## src/rtl/scpu_rom_loader_pkg.sv

```systemverilog
// Shared definitions for the sound-CPU program ROM loader: write FSM encoding
// and the default placement of the sound ROM in the ioctl download map.
package scpu_rom_loader_pkg;

   typedef enum logic [1:0] {
      IDLE  = 2'd0,
      WR_LO = 2'd1,
      WR_HI = 2'd2
   } state_t;

   localparam logic [26:0] SCPU_BASE = 27'h8000;
   localparam int          SCPU_AW   = 13;

endpackage

```

## src/rtl/scpu_rst_hold.sv

```systemverilog
// Keeps the sound CPU in reset while loading and for RST_HOLD cycles after the
// download ends; flags load_done when the CPU is finally released.
module scpu_rst_hold #(
   parameter int RST_HOLD = 16
) (
   input  logic clk_sys,
   input  logic reset,
   input  logic download,
   input  logic dl_fall,
   input  logic busy,
   output logic cpu_reset,
   output logic load_done
);

   localparam int CW = $clog2(RST_HOLD + 1);
   localparam logic [CW-1:0] HOLD_LOAD = CW'(RST_HOLD - 1);

   logic [CW-1:0] cnt_q, cnt_d;
   logic          act_q, act_d;
   logic          pend_q, pend_d;
   logic          cpu_reset_q, cpu_reset_d;
   logic          load_done_q, load_done_d;
   logic          load_s;

   // The counter starts only once the FSM has finished any byte writes still in flight.
   assign load_s = !download && !busy && (dl_fall || pend_q);

   // Hold counter, deferred-start flag and release decision.
   always_comb begin
      cnt_d       = cnt_q;
      act_d       = act_q;
      pend_d      = pend_q;
      cpu_reset_d = cpu_reset_q;
      load_done_d = load_done_q;
      if (download) begin
         act_d       = 1'b0;
         pend_d      = 1'b0;
         cpu_reset_d = 1'b1;
      end else if (load_s) begin
         cnt_d  = HOLD_LOAD;
         act_d  = 1'b1;
         pend_d = 1'b0;
      end else if (dl_fall) begin
         pend_d = 1'b1;
      end else if (act_q && (cnt_q != {CW{1'b0}})) begin
         cnt_d = cnt_q - {{(CW-1){1'b0}}, 1'b1};
      end else begin
         cnt_d = cnt_q;
      end
      if (act_d && (cnt_d == {CW{1'b0}})) begin
         act_d       = 1'b0;
         cpu_reset_d = 1'b0;
         load_done_d = 1'b1;
      end else begin
         act_d = act_d;
      end
   end

   // State registers.
   always_ff @(posedge clk_sys) begin
      if (reset) begin
         cnt_q       <= {CW{1'b0}};
         act_q       <= 1'b0;
         pend_q      <= 1'b0;
         cpu_reset_q <= 1'b1;
         load_done_q <= 1'b0;
      end else begin
         cnt_q       <= cnt_d;
         act_q       <= act_d;
         pend_q      <= pend_d;
         cpu_reset_q <= cpu_reset_d;
         load_done_q <= load_done_d;
      end
   end

   assign cpu_reset = cpu_reset_q;
   assign load_done = load_done_q;

endmodule

```

## src/rtl/scpu_rom_loader.sv

```systemverilog
// Sound-CPU program ROM loader: splits 16-bit ioctl words into byte writes,
// muxes the ROM address between loader and CPU, and sequences CPU reset.
module scpu_rom_loader
   import scpu_rom_loader_pkg::*;
#(
   parameter logic [26:0] BASE     = SCPU_BASE,
   parameter int          AW       = SCPU_AW,
   parameter int          RST_HOLD = 16
) (
   input  logic          clk_sys,
   input  logic          reset,
   input  logic          ioctl_download,
   input  logic [26:0]   ioctl_addr,
   input  logic [15:0]   ioctl_dout,
   input  logic          ioctl_wr,
   output logic          ioctl_wait,
   input  logic [15:0]   cpu_ab,
   output logic [AW-1:0] rom_addr,
   output logic [7:0]    rom_din,
   output logic          rom_wr,
   output logic          cpu_reset,
   output logic          load_done,
   output logic [7:0]    rom_sum,
   output logic          overrun
);

   localparam logic [27:0] WIN_END = {1'b0, BASE} + (28'd1 << AW);

   state_t        state_q, state_d;
   logic [AW-1:0] off_q, off_d;
   logic [15:0]   word_q, word_d;
   logic [7:0]    sum_q, sum_d;
   logic          ovr_q, ovr_d;
   logic          dl_q, dl_d;

   logic          in_win_s;
   logic [AW-1:0] rel_s;
   logic [AW-1:0] off_s;
   logic          dl_rise_s;
   logic          dl_fall_s;
   logic          busy_s;
   logic          unused_cpu_ab;

   assign in_win_s  = (ioctl_addr >= BASE) && ({1'b0, ioctl_addr} < WIN_END);
   assign rel_s     = ioctl_addr[AW-1:0] - BASE[AW-1:0];
   assign off_s     = rel_s & {{(AW-1){1'b1}}, 1'b0};
   assign dl_rise_s = ioctl_download && !dl_q;
   assign dl_fall_s = !ioctl_download && dl_q;
   assign busy_s    = (state_q != IDLE);
   assign unused_cpu_ab = &{1'b0, cpu_ab};
   assign dl_d      = ioctl_download;

   // Write FSM: accept a word, then emit its low and high bytes on successive cycles.
   always_comb begin
      state_d = state_q;
      off_d   = off_q;
      word_d  = word_q;
      ovr_d   = ovr_q;
      if (dl_rise_s) begin
         sum_d = 8'h00;
      end else begin
         sum_d = sum_q;
      end
      case (state_q)
         IDLE: begin
            if (ioctl_download && ioctl_wr && in_win_s) begin
               state_d = WR_LO;
               off_d   = off_s;
               word_d  = ioctl_dout;
            end else begin
               state_d = IDLE;
            end
         end
         WR_LO: begin
            sum_d   = sum_d + word_q[7:0];
            state_d = WR_HI;
            if (ioctl_wr) begin
               ovr_d = 1'b1;
            end else begin
               ovr_d = ovr_q;
            end
         end
         WR_HI: begin
            sum_d   = sum_d + word_q[15:8];
            state_d = IDLE;
            if (ioctl_wr) begin
               ovr_d = 1'b1;
            end else begin
               ovr_d = ovr_q;
            end
         end
         default: begin
            state_d = IDLE;
         end
      endcase
   end

   // ROM port decode; the CPU owns the address bus only outside a download.
   always_comb begin
      rom_wr   = 1'b0;
      rom_din  = 8'h00;
      rom_addr = off_q;
      case (state_q)
         WR_LO: begin
            rom_wr  = 1'b1;
            rom_din = word_q[7:0];
         end
         WR_HI: begin
            rom_wr   = 1'b1;
            rom_din  = word_q[15:8];
            rom_addr = off_q | {{(AW-1){1'b0}}, 1'b1};
         end
         default: begin
            if (ioctl_download) begin
               rom_addr = off_q;
            end else begin
               rom_addr = cpu_ab[AW-1:0];
            end
         end
      endcase
   end

   // State registers.
   always_ff @(posedge clk_sys) begin
      if (reset) begin
         state_q <= IDLE;
         off_q   <= {AW{1'b0}};
         word_q  <= 16'h0000;
         sum_q   <= 8'h00;
         ovr_q   <= 1'b0;
         dl_q    <= 1'b0;
      end else begin
         state_q <= state_d;
         off_q   <= off_d;
         word_q  <= word_d;
         sum_q   <= sum_d;
         ovr_q   <= ovr_d;
         dl_q    <= dl_d;
      end
   end

   assign ioctl_wait = busy_s;
   assign rom_sum    = sum_q;
   assign overrun    = ovr_q;

   scpu_rst_hold #(
      .RST_HOLD (RST_HOLD)
   ) u_rst_hold (
      .clk_sys   (clk_sys),
      .reset     (reset),
      .download  (ioctl_download),
      .dl_fall   (dl_fall_s),
      .busy      (busy_s),
      .cpu_reset (cpu_reset),
      .load_done (load_done)
   );

endmodule

```

## config.mk

```make
export PLATFORM = sky130hd
export DESIGN_NAME = scpu_rom_loader
export DESIGN_NICKNAME = d
export VERILOG_FILES = /design/src/rtl/scpu_rom_loader_pkg.sv /design/src/rtl/scpu_rst_hold.sv /design/src/rtl/scpu_rom_loader.sv
export SDC_FILE = /design/constraint.sdc
export NUM_CORES = 1
export LEC_CHECK = 0
export CAP_MARGIN = 10
export CORE_ASPECT_RATIO = 0.75
export CORE_MARGIN = 2
export CORE_UTILIZATION = 44
export CTS_BUF_LIST = sky130_fd_sc_hd__clkbuf_8 sky130_fd_sc_hd__clkbuf_16
export CTS_CLUSTER_DIAMETER = 200
export DETAILED_ROUTE_END_ITERATION = 8
export PLACE_DENSITY = 0.83
export SLEW_MARGIN = 20
export SYNTH_ARGS = -nofsm -noshare
export SYNTH_HDL_FRONTEND = slang
export SYNTH_SLANG_ARGS = --single-unit
```

## constraint.sdc

```tcl
create_clock -name clk_sys -period 3.9 [get_ports clk_sys]
set_clock_uncertainty 0.15 [all_clocks]
set_input_delay 0.78 -clock clk_sys [delete_from_list [all_inputs] [get_ports clk_sys]]
set_output_delay 0.78 -clock clk_sys [all_outputs]
set_load 0.02 [all_outputs]
```

# Word-level counts from Yosys, hierarchy flattened
# Cells that the tools add are included.
op_classes:
  eq_ne: 2
  addsub: 3
  reduce_logical: 23
  n_lt_le_gt_ge: 2
  muxes: 16
op_table:
  columns: ["cell", "count"]
  rows:
  - ["case mux 8 bit (2 select lines)", 2]
  - [">= comparator 27 x 16 -> 1 bit (second input constant)", 1]
  - ["< comparator 27 x 16 -> 1 bit (second input constant)", 1]
  - ["case mux 13 bit (2 select lines)", 1]
  - ["two-way mux 5 bit", 4]
  - ["adder 8 bit", 2]
  - ["two-way mux 13 bit", 1]
  - ["logical AND 1 bit", 9]
  - ["two-way mux 8 bit", 1]
  - ["two-way mux 1 bit", 6]
  - ["zero test 5 bit", 1]
  - ["nonzero test 5 bit", 1]
  - ["subtractor 5 x 1 -> 5 bit (second input constant)", 1]
  - ["case mux 2 bit (2 select lines)", 1]
  - ["AND reduction 2 bit", 2]
  - ["nonzero test 2 bit", 2]
  - ["OR reduction 2 bit", 2]
  - ["zero test 1 bit", 3]
  - ["OR reduction 3 bit", 1]
  - ["== test 2 x 1 -> 1 bit (second input constant)", 1]
  - ["== test 2 bit (second input constant)", 1]
  - ["zero test 2 bit", 1]
  - ["logical OR 1 bit", 1]
totals:
  reg_bits: 49
  out_inout_bits: 34
  word_cells: 57
  in_bits: 63

# Longest topological paths before layout
# Gate-level depths: netlist (run 1).
logic_depth:
  word_depth: 9
  ltp_mapped: 13
  mapped_depth_nobuf: 12

# Hierarchy
# Synthesis (run 1) repeated with hierarchy kept, for this count alone.
unflattened:
  hier_cells: 330
  area_unflattened_um2: 2718.9
modules_own_cells:
  columns: ["mod", "n_inst", "cells_each", "seq_area_each_um2", "area_each_um2"]
  rows:
  - ["scpu_rom_loader", 1, 283, 800.8, 2277.2]
  - ["scpu_rst_hold", 1, 47, 180.2, 441.7]

# Worst setup path after synthesis (run 1)
# No wires, ideal clock.
synth_timing:
  kind: "input-to-reg"
  from: "in ioctl_download"
  to: "reg sum_q[7], in the netlist rom_sum[7]"
  arrival_time_ps: 2743
  setup_time_ps: 121
  path_buffers: 1
  stages: 10
  slack_ps: 887
  required_ps: 3629
  path_cell_list: "clkbuf_1 -> nand2b_1 -> nand2_1 -> inv_1 -> ha_1 -> a211oi_1 -> o211ai_1 -> a21o_1 -> a21oi_1 -> mux2_2"
synth_between:
  elab_chain_len: 4
  word_cells_on_any_way: 5
  cone_classes: "2 x add/sub; 2 x mux; 1 x reduce/logical"
synth_lines:
  columns: ["element", "line_no", "rtl"]
  rows:
  - ["start: declaration", "scpu_rom_loader.sv:12", "input logic ioctl_download,"]
  - ["logical AND 1 bit (*)", "scpu_rom_loader.sv:47", "assign dl_rise_s = ioctl_download && !dl_q;"]
  - ["two-way mux 8 bit (*)", "scpu_rom_loader.sv:59", "if (dl_rise_s) begin"]
  - ["adder 8 bit (on tied branches)", "scpu_rom_loader.sv:84, scpu_rom_loader.sv:75", null]
  - ["case mux 8 bit (2 select lines) (*)", "scpu_rom_loader.sv:64", "case (state_q)"]
  - ["end signal: assignment", "scpu_rom_loader.sv:136", "sum_q <= sum_d;"]
  - ["end: declaration", "scpu_rom_loader.sv:32", "logic [7:0] sum_q, sum_d;"]
# Every way passes the cells marked *; elsewhere a longest branch is shown, timed or not.
# A chain may end at the register's enable or synchronous reset.

# Worst setup path after layout (run 1)
layout_timing:
  from: "reg state_q[0]"
  to: "out rom_addr[8]"
layout_between:
  elab_chain_len: 2
  word_cells_on_any_way: 3
  cone_classes: "2 x eq/ne; 1 x mux"
layout_lines:
  columns: ["element", "line_no", "rtl"]
  rows:
  - ["start: declaration", "scpu_rom_loader.sv:29", "state_t state_q, state_d;"]
  - ["start signal: assignment", "scpu_rom_loader.sv:133", "state_q <= state_d;"]
  - ["== test 2 bit or == test 2 x 1 -> 1 bit (tied branches)", "scpu_rom_loader.sv:103", "case (state_q)"]
  - ["case mux 13 bit (2 select lines) (*)", "scpu_rom_loader.sv:103", null]
  - ["end: declaration", "scpu_rom_loader.sv:18", "output logic [AW-1:0] rom_addr,"]
# Marked as above.

==> key figures, run 1 <==
Final layout
  • Diodes inserted: 0
  • FILL cells: 526
  • Finished layout cell area: 3690 um^2
  • Area occupied by multi-input gates: 1470 um^2
  • Reg area: 981 um^2
  • Area Overhead vs Synth: 41.8%
  • Share of cells above drive strength 1: 0.0563
  • Layout Nets: approximately 500

Logic synthesis
  • Sequential area share after synthesis: 0.377
  • Number of synthesized flops with an enable pin: 0
  • Async S/R FF share, synth: 0
  • Predominant post-synthesis flop cell: dfxtp_1
  • Yosys reg bits: 49
  • Mapped Area: 2600 um^2
  • Mean area per synthesized cell: 7.65 um^2
  • Largest cells by area after synthesis: dfxtp_1, nand2_1, a21oi_1
  • Synth area leader: dfxtp_1
  • Syn_nets: 416
  • Library cells used by synthesis: 50
  • Post-synth top area share: 0.377
  • Synthesized instance count: 340
  • Yosys warning count: 0

Clock network
  • Clk Tree Root Cell: clkbuf_8
  • Post-cts resize count: 0
  • CTS max path bufs: 2
  • Post-CTS Hold Buffers: 0
  • Clock transition at path regs: about 0.08 ns
  • Clock Latency Late Sink: around 0.3 ns
  • TritonCTS buffer count: 5
  • CTS tree: built
  • Post-CTS setup buffer count: 0
  • CTS H-Tree Depth: 2
  • # clock sinks: approximately 50

Setup path
  • Setup CP Type: flip-flop to primary output
  • Worst-case reg-to-reg path depth: 12
  • Setup crit start kind: flip-flop
  • Max FO, Critical Path: 12
  • Reg2Reg Launch Point: state_q[0]
  • Worst path max stage delay: 0.62 ns
  • Worst endpoint required time: just under 3 ns
  • R2R Path End: rom_sum[6]
  • Crit path arrival time: around 2.6 ns
  • Worst R2R Setup Slack: 0.82 ns
  • CP endpoint kind: primary output
  • Slowest cell on crit path: clkdlybuf4s50_1
  • Crit path cell chain: inv_1 > ha_1 > nor2_1 > a21oi_1 > buf_4 > a22o_1 > clkdlybuf4s50_1

GRT
  • Tot GR Track Use: 0.219
  • Largest net degree at the start of global routing: 54
  • Vias in the first global route: 2610
  • Grt total ovfl: 0
  • Initial antenna violation count: 0
  • First-pass GRT wire length: between 10000 and 15000 um

Drt
  • Detailed Route WL: 6920 um
  • Vias: 2682
  • 1st-pass router iterations: 4
  • Drt wl/cell: between 10 and 15 um
  • Drt drc: 0
  • Starting DRT DRC Count: around 110
  • Vias per cell: 5.32
  • Antenna-violating nets left: 0

Place
  • DPL Wire Length: 4980 um
  • Buffers on Ports: roughly 90
  • Routability cong.: 0.896
  • Cell Area, Placed: 3580 um^2

STA
  • Fin crit share: 0.895
  • Final Hold Viols: 0
  • Pins Over Slew Limit: 0
  • Fmax achieved: about 290 MHz
  • Actual slew at the worst max-slew pin: 0.972 ns
  • Min Tclk post-route: roughly 3.5 ns
  • Setup tns final: 0 ns
  • Max_slew headroom: 0.352
  • Final setup viols: 0
  • RSZ-0062 raised after global routing: no

Power
  • Seq pwr share: 0.510
  • Cell Int Power: approximately 770 uW
  • Gate power share: 0.135
  • Worst VDD drop: 0.131 mV
  • Net Switching: 223 uW
  • Clk pwr share: 0.355
  • Switching Share: 0.224
  • Pwr dens: 270 nW/um^2
  • Pleak: about 0.0013 uW

Outcome
  • Status: finished clean

Floorplanning
  • Core Area: 5770 um^2
  • Die height: between 70 and 80 um
  • I/O Pins: 97
  • Die Area: 6550 um^2
  • Cell Rows: 24
  • Effective utilization at floorplan: 0.451
  • Die W: roughly 93 um

Hold path
  • Hold depth: 2
  • Hold_sp: off_q[2]
  • Terminating pin of the worst hold path: off_q[2]
  • Worst hold path class: flip-flop to flip-flop

Run
  • Max Cap Viol: 0
## worst max-delay path, delay by kind of cell, from the launching register on
kind	cells	cell delay, ns
DFF	1	0.37
buffers and inverters	3	0.88
adders and majority gates	1	0.59
AOI/OAI and AO/OA	2	0.29
and+or+nand+nor	1	0.14
## power groups by stage
stage               Clock (uW)  Sequential (uW)  Combinational [uW]
floorplan                    0              518                53.7
global placement             0              520                 132
detailed placement           0              520                 134
CTS                        358              508                 135
global route               382              509                 146
finish                     353              508                 135
## synthesized netlist by cell type, drive strengths merged, types with 5 or more instances
cell type and n:
nor3 6, o211ai 5, and2 6, buf 6
inv 17, clkbuf 14, dfxtp 49, nor2 16
a22o 13, o21ai 12, a21oi 50, nand2 82
ha 12
## placed cells by master, fill, tap and decap left out, types with 3 or more instances in the layout
master / synthesis / layout
nand2b_1: 4 / 4
nor2b_1: 3 / 3
ha_1: 12 / 12
o211ai_1: 5 / 5
inv_1: 17 / 17
a21oi_1: 50 / 50
nor3b_1: 3 / 3
xnor2_1: 3 / 3
and2_1: 6 / 6
nand2_1: 82 / 82
buf_4: 0 / 7
nor3_1: 6 / 6
clkdlybuf4s50_1: 0 / 91
nand3_1: 3 / 3
o21ai_0: 12 / 12
nor2_1: 16 / 16
dfxtp_1: 49 / 49
clkbuf_8: 0 / 5
a22o_1: 13 / 13
## logic make-up (layout without fill, tap and decap cells)
group | after synthesis | count (layout) | synth area share
AND/OR/NAND/NOR | 137 | 137 | 0.243
AO/OA/AOI/OAI | 96 | 96 | 0.230
flip-flops | 49 | 49 | 0.377
buffers and inverters | 38 | 124 | 0.0582
adder cells (fa/ha/maj) | 13 | 13 | 0.0654
XOR/XNOR | 4 | 4 | 0.0135
multiplexers | 3 | 3 | 0.0125
## area by class of cell
cell class | count | share of cell area
well taps | 78 | 0.0265
multi-input cells | 253 | 0.398
repair buffers | 99 | 0.263
flip-flops and latches | 49 | 0.266
clock buffers | 5 | 0.0187
clock inverters | 2 | 0.00950
inverters | 18 | 0.0183
## per-stage QoR
stage	instances	power (uW)	utilization	setup slack, ns	hold slack (ns)
after detailed placement	497	654	0.622	0.351	0.295
after floorplan	340	572	-	0.887	0.282
after CTS	504	1000	0.640	0.381	0.307
after global routing	504	1040	0.640	0.251	0.322
final	504	996	0.640	0.409	0.303
after global placement	497	651	0.622	0.399	0.289
## registers in the layout, indices dropped and copies added (netlist names)
name,cells
dl_q,1
word_q,16
overrun,1
u_rst_hold.pend_q,1
rom_sum,8
u_rst_hold.load_done,1
off_q,12
u_rst_hold.cnt_q,5
u_rst_hold.act_q,1
u_rst_hold.cpu_reset,1
state_q,2
## layer usage
metal | GRT usage | wire length [um]
met5 | 0 | 0
met4 | 0.0556 | 72
met3 | 0.0586 | 533
met2 | 0.383 | 3250
met1 | 0.270 | 3070
## worst max-delay path by stage
stage | from | slack (ns) | endpoint | cells after the start
finish | state_q[0] | 0.41 | rom_addr[8] | 7
global placement | ioctl_download | 0.40 | rom_sum[7] | 10
detailed placement | ioctl_download | 0.35 | rom_sum[7] | 10
floorplan | ioctl_download | 0.89 | rom_sum[7] | 10
global route | state_q[0] | 0.25 | rom_addr[2] | 7
CTS | state_q[0] | 0.38 | rom_addr[8] | 7
Power figures use the tool's default switching activity.
==> inputs of run 2 (changes only) <==
--- a/config.mk
+++ b/config.mk
@@ -12,7 +12,7 @@
 export CTS_BUF_LIST = sky130_fd_sc_hd__clkbuf_8 sky130_fd_sc_hd__clkbuf_16
 export CTS_CLUSTER_DIAMETER = 200
 export DETAILED_ROUTE_END_ITERATION = 8
-export PLACE_DENSITY = 0.83
+export PLACE_DENSITY_LB_ADDON = 0.15
 export SLEW_MARGIN = 20
 export SYNTH_ARGS = -nofsm -noshare
 export SYNTH_HDL_FRONTEND = slang
==> run 2 against run 1 <==
Utilization decreased by 0.52 points. Via count fell by 2.1%. Largest power group unchanged. Clock power decreased by 21%.
==> key figures, run 2 (synthesized netlist as in run 1, its figures left out) <==
Floorplanning
  • I/O Pins: 97 (unchanged)
  • Core Area: 5770 um^2 (unchanged)
  • Die Area: 6550 um^2 (unchanged)
  • Die height: 70.6 um (unchanged)
  • Cell Rows: 24 (unchanged)
  • Die W: 92.8 um (unchanged)
  • Effective utilization at floorplan: 0.451 (unchanged)

STA
  • Actual slew at the worst max-slew pin: 1.01 ns (+0.0356 ns)
  • RSZ-0062 raised after global routing: no
  • Max_slew headroom: 0.329 (-0.0237)
  • Final Hold Viols: 0 (unchanged)
  • Final setup viols: 0 (unchanged)
  • Worst setup margin: 0.441 ns (+0.0324 ns)
  • Setup tns final: 0 ns (unchanged)
  • Pins Over Slew Limit: 0 (unchanged)
  • Min Tclk post-route: 3.46 ns (-0.0324 ns)
  • Fin crit share: 0.887 (-0.00830)
  • Fmax achieved: 289 MHz (+0.94%)

Drt
  • Detailed Route WL: 6810 um (-1.6%)
  • Vias: 2625 (-2.1%)
  • 1st-pass router iterations: 4 (unchanged)
  • Antenna-violating nets left: 0 (unchanged)
  • Vias per cell: 5.22 (-1.9%)
  • Drt drc: 0 (unchanged)
  • Drt wl/cell: 13.5 um (-1.5%)
  • Starting DRT DRC Count: 99 (-8.3%)

Place
  • Routability cong.: 0.857 (-4.4%)
  • Dpl ws: 0.379 ns (+0.0287 ns)
  • DPL Wire Length: 4900 um (-1.6%)
  • Buffers on Ports: 92 (unchanged)

Clock network
  • CTS max path bufs: 2 (unchanged)
  • Clock Latency Late Sink: 0.30 ns (about the same)
  • Post-cts resize count: 0 (unchanged)
  • CTS H-Tree Depth: 2 (unchanged)
  • Post-CTS setup buffer count: 0 (unchanged)
  • # clock sinks: 49 (unchanged)
  • Post-CTS Hold Buffers: 0 (unchanged)
  • Clk Tree Root Cell: clkbuf_8
  • TritonCTS buffer count: 5 (unchanged)
  • CTS tree: built
  • Clock transition at path regs: 0.08 ns (about the same)

Power
  • Pwr dens: 252 nW/um^2 (-6.8%)
  • Pleak: 0.00130 uW (-0.98%)
  • Worst VDD drop: 0.191 mV (+46%)

Final layout
  • Commonest non-fill, non-tap cell in the layout: clkdlybuf4s50_1
  • Area Overhead vs Synth: 40.6%
  • Max FFs per register: 16 (unchanged)
  • Diodes inserted: 0 (unchanged)
  • Most frequent cells in the layout: clkdlybuf4s50_1, nand2_1, a21oi_1
  • Share of cells above drive strength 1: 0.0541 (-0.00222)
  • Reg with most FFs: word_q
  • Layout Nets: 502 (unchanged)

Setup path
  • Setup CP Type: flip-flop to primary output
  • Worst endpoint required time: 2.97 ns (about the same)
  • CP endpoint kind: primary output
  • Max FO, Critical Path: 18 (+6)
  • Crit path arrival time: 2.53 ns (-0.03 ns)
  • Setup crit start kind: flip-flop

GRT
  • Vias in the first global route: 2354 (-9.8%)
  • Met2 Use GR: 0.341 (-0.0427)
  • Largest net degree at the start of global routing: 54 (unchanged)
  • Gr busiest metal: met2
  • First-pass GRT wire length: 10700 um (-8.3%)
  • Tot GR Track Use: 0.203 (-0.0165)
  • Met1 Usage GRT: 0.263 (-0.00740)
  • Grt total ovfl: 0 (unchanged)
  • M3 GR Usage: 0.0543 (-0.00426)
  • Initial antenna violation count: 0 (unchanged)

Outcome
  • Status: finished clean

Run
  • Max Cap Viol: 0 (unchanged)

Hold path
  • Worst hold path class: flip-flop to flip-flop
[run 2: cell count changes in the layout (fill, tap and decap cells not counted), sizes merged]
cell,change
bufinv,-1
[run 2: where the power goes]
group          leakage (uW)  internal (uW)  switching [uW]
Combinational      0.000864           82.9            51.6
Sequential         0.000396            504            4.27
Clock             0.0000399            118             160
Total               0.00130            705             216
[run 2: final cells by class]
class | instances | area, um^2
clock inverters | 1 | 5.00
flip-flops and latches | 49 | 981
fillers | 523 | 2110
inverters | 18 | 67.6
clock buffers | 5 | 68.8
well taps | 78 | 97.6
repair buffers | 99 | 968
multi-input cells | 253 | 1470
[run 2: path summary, 6_finish.rpt]
path | startpoint | end | cells past startpoint | slack [ns]
setup / recovery | state_q[0] | rom_addr[5] | 7 | 0.44
hold / removal | off_q[4] | off_q[4] | 2 | 0.30
setup reg to reg | state_q[0] | rom_sum[6] | 12 | 0.78
hold reg to reg | off_q[4] | off_q[4] | 2 | 0.30
[run 2: routing by layer]
layer / routed length (um) / up-vias
li1: - / 1327
met1: 3070 / 1217
met2: 3220 / 75
met3: 464 / 6
met4: 54 / 0
met5: 0 / -
[run 2: worst max-delay path, stage by stage, from the launching register on]
cell and delay (ns):
dfxtp_1 0.34, inv_1 0.09, ha_1 0.57, nor2_1 0.11
a21oi_1 0.17, buf_4 0.21, a22o_1 0.14, clkdlybuf4s50_1 0.62
[run 2: through the flow]
stage	std cells	hold slack, ns	instance area, um^2	utilization	power (uW)
after global routing	503	0.325	3660	0.634	960
after CTS	503	0.306	3660	0.634	930
after floorplan	340	0.282	2600	-	572
after global placement	497	0.289	3580	0.622	652
final	503	0.302	3660	0.634	921
after detailed placement	497	0.294	3580	0.622	654
